==> src/rtl/keypad_scanner_pkg.sv <==
// Shared definitions for the keypad scanner: FSM states, key map and scan classification.
package keypad_defs;

  localparam int COL_CYCLES_DEF     = 100000;
  localparam int DEBOUNCE_SCANS_DEF = 4;

  typedef enum logic [1:0] {
    IDLE        = 2'd0,
    PRESS_CHK   = 2'd1,
    HELD        = 2'd2,
    RELEASE_CHK = 2'd3
  } kp_state_e;

  typedef enum logic [1:0] {
    SCAN_NONE   = 2'd0,
    SCAN_SINGLE = 2'd1,
    SCAN_MULTI  = 2'd2
  } scan_kind_e;

  typedef struct packed {
    scan_kind_e kind;
    logic [3:0] code;
  } scan_result_t;

  // Indexed by col*4 + row, which is the snapshot bit layout.
  localparam logic [3:0] KEY_MAP [16] = '{
    4'h1, 4'h4, 4'h7, 4'h0,
    4'h2, 4'h5, 4'h8, 4'hF,
    4'h3, 4'h6, 4'h9, 4'hE,
    4'hA, 4'hB, 4'hC, 4'hD
  };

  function automatic scan_result_t classify(input logic [15:0] snap);
    scan_result_t res;
    logic [4:0]   n;
    res.kind = SCAN_NONE;
    res.code = 4'h0;
    n        = 5'd0;
    for (int i = 0; i < 16; i++) begin
      if (snap[i]) begin
        n        = n + 5'd1;
        res.code = KEY_MAP[i];
      end
    end
    if (n == 5'd1) begin
      res.kind = SCAN_SINGLE;
    end else if (n > 5'd1) begin
      res.kind = SCAN_MULTI;
    end
    return res;
  endfunction

endpackage

==> src/rtl/keypad_column_driver.sv <==
// Walks one active-low column across the keypad, synchronises the rows and
// assembles a 16-bit pressed-key snapshot, pulsing scan_done after column 3.
module keypad_column_driver import keypad_defs::*; #(
  parameter int COL_CYCLES = COL_CYCLES_DEF
) (
  input  logic        clk,
  input  logic        rst,
  input  logic [3:0]  row,
  output logic [3:0]  col,
  output logic [15:0] snapshot,
  output logic        scan_done
);

  localparam int            CW   = (COL_CYCLES > 1) ? $clog2(COL_CYCLES) : 1;
  localparam logic [CW-1:0] LAST = CW'(COL_CYCLES - 1);

  logic [3:0]    sync1_q, sync2_q;
  logic [CW-1:0] cnt_q, cnt_d;
  logic [1:0]    idx_q, idx_d;
  logic [15:0]   snap_q, snap_d;
  logic          done_q, done_d;
  logic          slot_end;

  assign slot_end = (cnt_q == LAST);

  always_comb begin
    cnt_d  = slot_end ? '0 : cnt_q + CW'(1);
    idx_d  = slot_end ? idx_q + 2'd1 : idx_q;
    snap_d = snap_q;
    // Rows are active-low; store 1 for a closed key.
    if (slot_end) begin
      snap_d[{idx_q, 2'b00} +: 4] = ~sync2_q;
    end
    done_d = slot_end && (idx_q == 2'd3);
  end

  always_ff @(posedge clk) begin
    if (!rst) begin
      sync1_q <= 4'hF;
      sync2_q <= 4'hF;
      cnt_q   <= '0;
      idx_q   <= 2'd0;
      snap_q  <= '0;
      done_q  <= 1'b0;
    end else begin
      sync1_q <= row;
      sync2_q <= sync1_q;
      cnt_q   <= cnt_d;
      idx_q   <= idx_d;
      snap_q  <= snap_d;
      done_q  <= done_d;
    end
  end

  assign col       = ~(4'b0001 << idx_q);
  assign snapshot  = snap_q;
  assign scan_done = done_q;

endmodule

==> src/rtl/keypad_scanner.sv <==
// 4x4 keypad scanner: debounces full scans and emits one key_valid pulse per press.
// Handshake: key_valid is a one-cycle strobe with no ready; key_code is stable from that cycle until the next accept.
module keypad_scanner import keypad_defs::*; #(
  parameter int COL_CYCLES     = COL_CYCLES_DEF,
  parameter int DEBOUNCE_SCANS = DEBOUNCE_SCANS_DEF
) (
  input  logic      clk,
  input  logic      rst,
  input  logic [3:0] row,
  output logic [3:0] col,
  output logic [3:0] key_code,
  output logic       key_valid,
  output logic       key_held,
  output kp_state_e  dbg_state
);

  localparam int              CNTW    = $clog2(DEBOUNCE_SCANS + 1);
  localparam logic [CNTW-1:0] CNT_MAX = CNTW'(DEBOUNCE_SCANS);

  logic [15:0]     snapshot;
  logic            scan_done;
  scan_result_t    scan;
  kp_state_e       state_q, state_d;
  logic [3:0]      cand_q, cand_d;
  logic [CNTW-1:0] cnt_q, cnt_d, cnt_inc;
  logic [3:0]      code_q, code_d;
  logic            valid_q, valid_d;
  logic            held_q, held_d;
  logic            is_single, is_cand, accept;

  keypad_column_driver #(.COL_CYCLES(COL_CYCLES)) u_cols (
    .clk       (clk),
    .rst       (rst),
    .row       (row),
    .col       (col),
    .snapshot  (snapshot),
    .scan_done (scan_done)
  );

  assign scan      = classify(snapshot);
  assign is_single = (scan.kind == SCAN_SINGLE);
  assign is_cand   = is_single && (scan.code == cand_q);
  assign cnt_inc   = (cnt_q == CNT_MAX) ? cnt_q : cnt_q + CNTW'(1);

  always_comb begin
    state_d = state_q;
    cand_d  = cand_q;
    cnt_d   = cnt_q;
    code_d  = code_q;
    valid_d = 1'b0;
    held_d  = held_q;
    accept  = 1'b0;
    if (scan_done) begin
      case (state_q)
        IDLE: begin
          if (is_single) begin
            cand_d = scan.code;
            cnt_d  = CNTW'(1);
            if (DEBOUNCE_SCANS == 1) accept = 1'b1;
            else                     state_d = PRESS_CHK;
          end
        end
        PRESS_CHK: begin
          if (is_cand) begin
            cnt_d = cnt_inc;
            if (cnt_inc == CNT_MAX) accept = 1'b1;
          end else if (is_single) begin
            cand_d = scan.code;
            cnt_d  = CNTW'(1);
          end else begin
            state_d = IDLE;
          end
        end
        HELD: begin
          if (!is_cand) begin
            if (DEBOUNCE_SCANS == 1) begin
              state_d = IDLE;
              held_d  = 1'b0;
            end else begin
              state_d = RELEASE_CHK;
              cnt_d   = CNTW'(1);
            end
          end
        end
        RELEASE_CHK: begin
          if (is_cand) begin
            state_d = HELD;
          end else begin
            cnt_d = cnt_inc;
            if (cnt_inc == CNT_MAX) begin
              state_d = IDLE;
              held_d  = 1'b0;
            end
          end
        end
        default: state_d = IDLE;
      endcase
    end
    if (accept) begin
      code_d  = cand_d;
      valid_d = 1'b1;
      held_d  = 1'b1;
      state_d = HELD;
    end
  end

  always_ff @(posedge clk) begin
    if (!rst) begin
      state_q <= IDLE;
      cand_q  <= 4'h0;
      cnt_q   <= '0;
      code_q  <= 4'h0;
      valid_q <= 1'b0;
      held_q  <= 1'b0;
    end else begin
      state_q <= state_d;
      cand_q  <= cand_d;
      cnt_q   <= cnt_d;
      code_q  <= code_d;
      valid_q <= valid_d;
      held_q  <= held_d;
    end
  end

  assign key_code  = code_q;
  assign key_valid = valid_q;
  assign key_held  = held_q;
  assign dbg_state = state_q;

endmodule

==> config.mk <==
export PLATFORM = sky130hd
export DESIGN_NAME = keypad_scanner
export DESIGN_NICKNAME = d
export VERILOG_FILES = /design/src/rtl/keypad_scanner_pkg.sv /design/src/rtl/keypad_column_driver.sv /design/src/rtl/keypad_scanner.sv
export SDC_FILE = /design/constraint.sdc
export NUM_CORES = 1
export LEC_CHECK = 0
export CAP_MARGIN = 20
export CORE_ASPECT_RATIO = 1.25
export CORE_MARGIN = 2
export CORE_UTILIZATION = 24
export DETAILED_ROUTE_END_ITERATION = 10
export SETUP_SLACK_MARGIN = 0.15
export SLEW_MARGIN = 20
export SYNTH_ARGS = -nofsm -noshare
export SYNTH_HDL_FRONTEND = slang
export SYNTH_SLANG_ARGS = --single-unit
==> constraint.sdc <==
create_clock -name clk -period 16.85 [get_ports clk]
set_clock_uncertainty 0.05 [all_clocks]
set_input_delay 3.37 -clock clk [delete_from_list [all_inputs] [get_ports clk]]
set_output_delay 3.37 -clock clk [all_outputs]
set_load 0.1 [all_outputs]
==> results.sh <==
export IMPL_drc=0
export IMPL_gp_congestion=0.738
export IMPL_tightest_slew_ps=1010
export IMPL_period_share=0.632
export IMPL_synth_adder_area_share=0.0674
export IMPL_setup_viol=0
export IMPL_power_frac_clock=0.538
export IMPL_power_density_nw_per_um2=62.6
export IMPL_p_int_uw=245
export IMPL_grt_pass1_vias=3548
export IMPL_p_leak_nw=1.92
export IMPL_outcome="finished clean"
export IMPL_post_cts_resized=0
export IMPL_drtIter0Drc=145
export IMPL_synthArstFlopShare=0
export IMPL_synth_seq_area_share=0.265
export IMPL_synth_top_family_by_area="simple AND/OR/NAND/NOR gates"
export IMPL_peakVddDrop_mv=0.0733
export IMPL_maxCapViolations=0
export IMPL_nFillCells=2001
export IMPL_synth_compound_area_share=0.158
export IMPL_root_buffer="clkbuf_16"
export IMPL_cts_max_path_buffers=2
export IMPL_rr_endpoint="key_code[3]"
export IMPL_r2r_cells=56
export IMPL_rsz0062_at_grt="no"
export IMPL_max_stage_delay_ps=430
export IMPL_netSwitchingFraction=0.232
export IMPL_firstDrtPassIters=4
export IMPL_synthCells=553
export IMPL_cts_setup_buffers=0
export IMPL_final_antenna_net_count=0
export IMPL_arrival_ps=10850
export IMPL_avgSynthCellArea_sq_um=8.05
export IMPL_clkSlewWorstSetupHoldPaths_ps=60
export IMPL_path_max_fanout=7
export IMPL_synth_simple_area_share=0.238
export IMPL_cts_made_buffers=9
export IMPL_postCtsHoldBufs=0
export IMPL_rows=55
export IMPL_holdWs_ps=355
export IMPL_synthesis_yosys_warnings=0
export IMPL_synthToLayoutAreaGrowth_pct=14.4
export IMPL_ys_ff_latch=59
export IMPL_start_kind="flip-flop"
export IMPL_synth_edf_count=0
export IMPL_cts_tree="done"
export IMPL_synth_mux_area_frac=0.0214
export IMPL_placedCellCount=774
export IMPL_r2r_start="u_cols.snapshot[0]"
export IMPL_netlist_area_sq_um=4450
export IMPL_cp_end_kind="flip-flop"
export IMPL_fmax_ghz=0.0939
export IMPL_crit_top_cell="ha_1"
export IMPL_io_pins=18
export IMPL_final_core_util=0.281
export IMPL_routed_via_density=4.58
export IMPL_slew_headroom=0.322
export IMPL_mostFrequentLayoutCells="nor2_1 (74), dfxtp_1 (59), nand2_1 (50), a21oi_1 (42)"
export IMPL_clock_sinks=59
export IMPL_vias=3618
export IMPL_syn_nets=583
export IMPL_hold_depth=1
export IMPL_die_area_sq_um=19700
export IMPL_track_usage=0.0988
export IMPL_crit_path_top_delay_cell="nor4_4"
export IMPL_rrSetupSlack_ps=6210
export IMPL_grt_pass1_wl_mm=16.3
export IMPL_drive_gt1_frac=0.0765
export IMPL_p_sw_uw=74.1
export IMPL_nets=587
export IMPL_wl_per_cell_microns=11.6
export IMPL_ys_types=70
export IMPL_insertedDiodeCount=0
export IMPL_crit_required_ps=17050
export IMPL_hold_path_end="u_cols.sync2_q[2]"
export IMPL_maxSlewViolCount=0
export IMPL_start_util=0.245
export IMPL_final_common_cell="nor2_1"
export IMPL_pwr_share_seq=0.446
export IMPL_fin_cells=790
export IMPL_crit_type="flip-flop to flip-flop"
export IMPL_finalHoldViolations=0
export IMPL_fin_setup_tns_ps=0
export IMPL_die_width_microns=126
export IMPL_hold_start="u_cols.sync1_q[2]"
export IMPL_synthXorXnorAreaFrac=0.195
export IMPL_core_sq_um=18200
export IMPL_ys_flop_type="dfxtp_1"
export IMPL_p_comb_frac=0.016
export IMPL_antenna_found_initial=0
export IMPL_overflow=0
export IMPL_hpwl_mm=7.05
export IMPL_worst_slack_ps=6210
export IMPL_clk_latency_ps=330
export IMPL_fp_dieH_microns=156
export IMPL_fin_crit_ps=10640
export IMPL_post_place_ws_ps=6240
export IMPL_min_path_type="flip-flop to flip-flop"
export IMPL_cts_max_level=3
export IMPL_portBuffers=17
export IMPL_drt_wl_total_mm=9.18
export IMPL_grt_max_degree=30
metrics by stage:
stage	instance area (sq um)	power [mW]
after global routing	5100	0.331
final	5100	0.319
after floorplan	4450	0.148
after global placement	4810	0.151
after detailed placement	4810	0.151
after CTS	5100	0.325
registers in the layout, summed over array words and instances, names as in the netlist, 2 cells and up:
| register | cells |
|---|---|
| u_cols.sync2_q | 4 |
| u_cols.sync1_q | 4 |
| u_cols.idx_q | 2 |
| dbg_state | 2 |
| cand_q | 4 |
| u_cols.cnt_q | 17 |
| key_code | 4 |
| cnt_q | 3 |
| u_cols.snapshot | 16 |
routing by layer:
metal	part of all wire	global-route usage	wire length, microns	vias up
met5	0	0	0	-
li1	-	-	-	1934
met1	0.45	0.116	4170	1628
met4	0.019	0.0356	178	0
met2	0.50	0.179	4630	45
met3	0.022	0.0178	199	11
power groups by stage:
stage	combinational, mW	clock, mW	sequential, mW
3_5_place_dp	0.00545	0	0.145
2_1_floorplan	0.00333	0	0.145
3_3_place_gp	0.00545	0	0.145
6_report	0.00525	0.172	0.142
5_1_grt	0.00630	0.182	0.142
4_1_cts	0.00546	0.177	0.142
worst max path at each step:
| stage | slack, ps | from | depth (start not counted) | to |
|---|---|---|---|---|
| floorplan | 7150 | u_cols.snapshot[0] | 58 | cnt_q[0] |
| global placement | 6490 | u_cols.snapshot[0] | 56 | key_code[3] |
| detailed placement | 6240 | u_cols.snapshot[0] | 56 | key_held |
| CTS | 6170 | u_cols.snapshot[0] | 56 | key_code[3] |
| global route | 5240 | u_cols.snapshot[1] | 56 | key_code[3] |
| finish | 6210 | u_cols.snapshot[0] | 56 | key_code[3] |
cells in the mapped netlist (4+ instances only):
| cell type | count | share of area |
|---|---|---|
| buf_1 | 4 | 0.0034 |
| buf_2 | 4 | 0.0045 |
| inv_1 | 37 | 0.031 |
| ha_1 | 24 | 0.067 |
| nor3_1 | 25 | 0.028 |
| and3_1 | 5 | 0.0070 |
| dfxtp_1 | 59 | 0.27 |
| nand2_1 | 50 | 0.042 |
| xnor2_1 | 37 | 0.073 |
| nor2_1 | 74 | 0.062 |
| nand3_1 | 19 | 0.021 |
| nand3b_1 | 4 | 0.0067 |
| nand2b_1 | 12 | 0.017 |
| o211ai_1 | 5 | 0.0084 |
| a21oi_1 | 42 | 0.047 |
| o21ai_1 | 7 | 0.0079 |
| o22ai_1 | 4 | 0.0056 |
| or3_1 | 5 | 0.0070 |
| nand4_1 | 6 | 0.0084 |
| o21ai_0 | 13 | 0.015 |
| xor2_1 | 20 | 0.039 |
| clkbuf_1 | 16 | 0.013 |
| mux2i_1 | 5 | 0.011 |
| xnor3_1 | 7 | 0.035 |
logic make-up after synthesis:
kind of cell,Yosys count
mux,8
xor+xnor,73
buf+inv,62
simple gates,221
compound gates,106
fa+ha+maj,24
flops,59
cell type report:
class	count	area, sq um	area share
clock buffers	9	225	0.0442
inverters	37	139	0.0273
flip-flops and latches	59	1180	0.232
well taps	228	285	0.0560
repair buffers	18	178	0.0349
clock inverters	7	61.3	0.0120
multi-input cells	432	3030	0.594
worst max-delay path: cells and delay by family, from the launching register on:
| family | cells | cell delay, ps |
|---|---|---|
| adder cells (fa/ha/maj) | 14 | 4210 |
| AO/OA/AOI/OAI | 15 | 2170 |
| AND/OR/NAND/NOR | 13 | 2100 |
| XOR/XNOR | 4 | 630 |
| buffers and inverters | 8 | 550 |
| multiplexers | 2 | 440 |
| flip-flops | 1 | 390 |
Power figures use the tool's default switching activity.
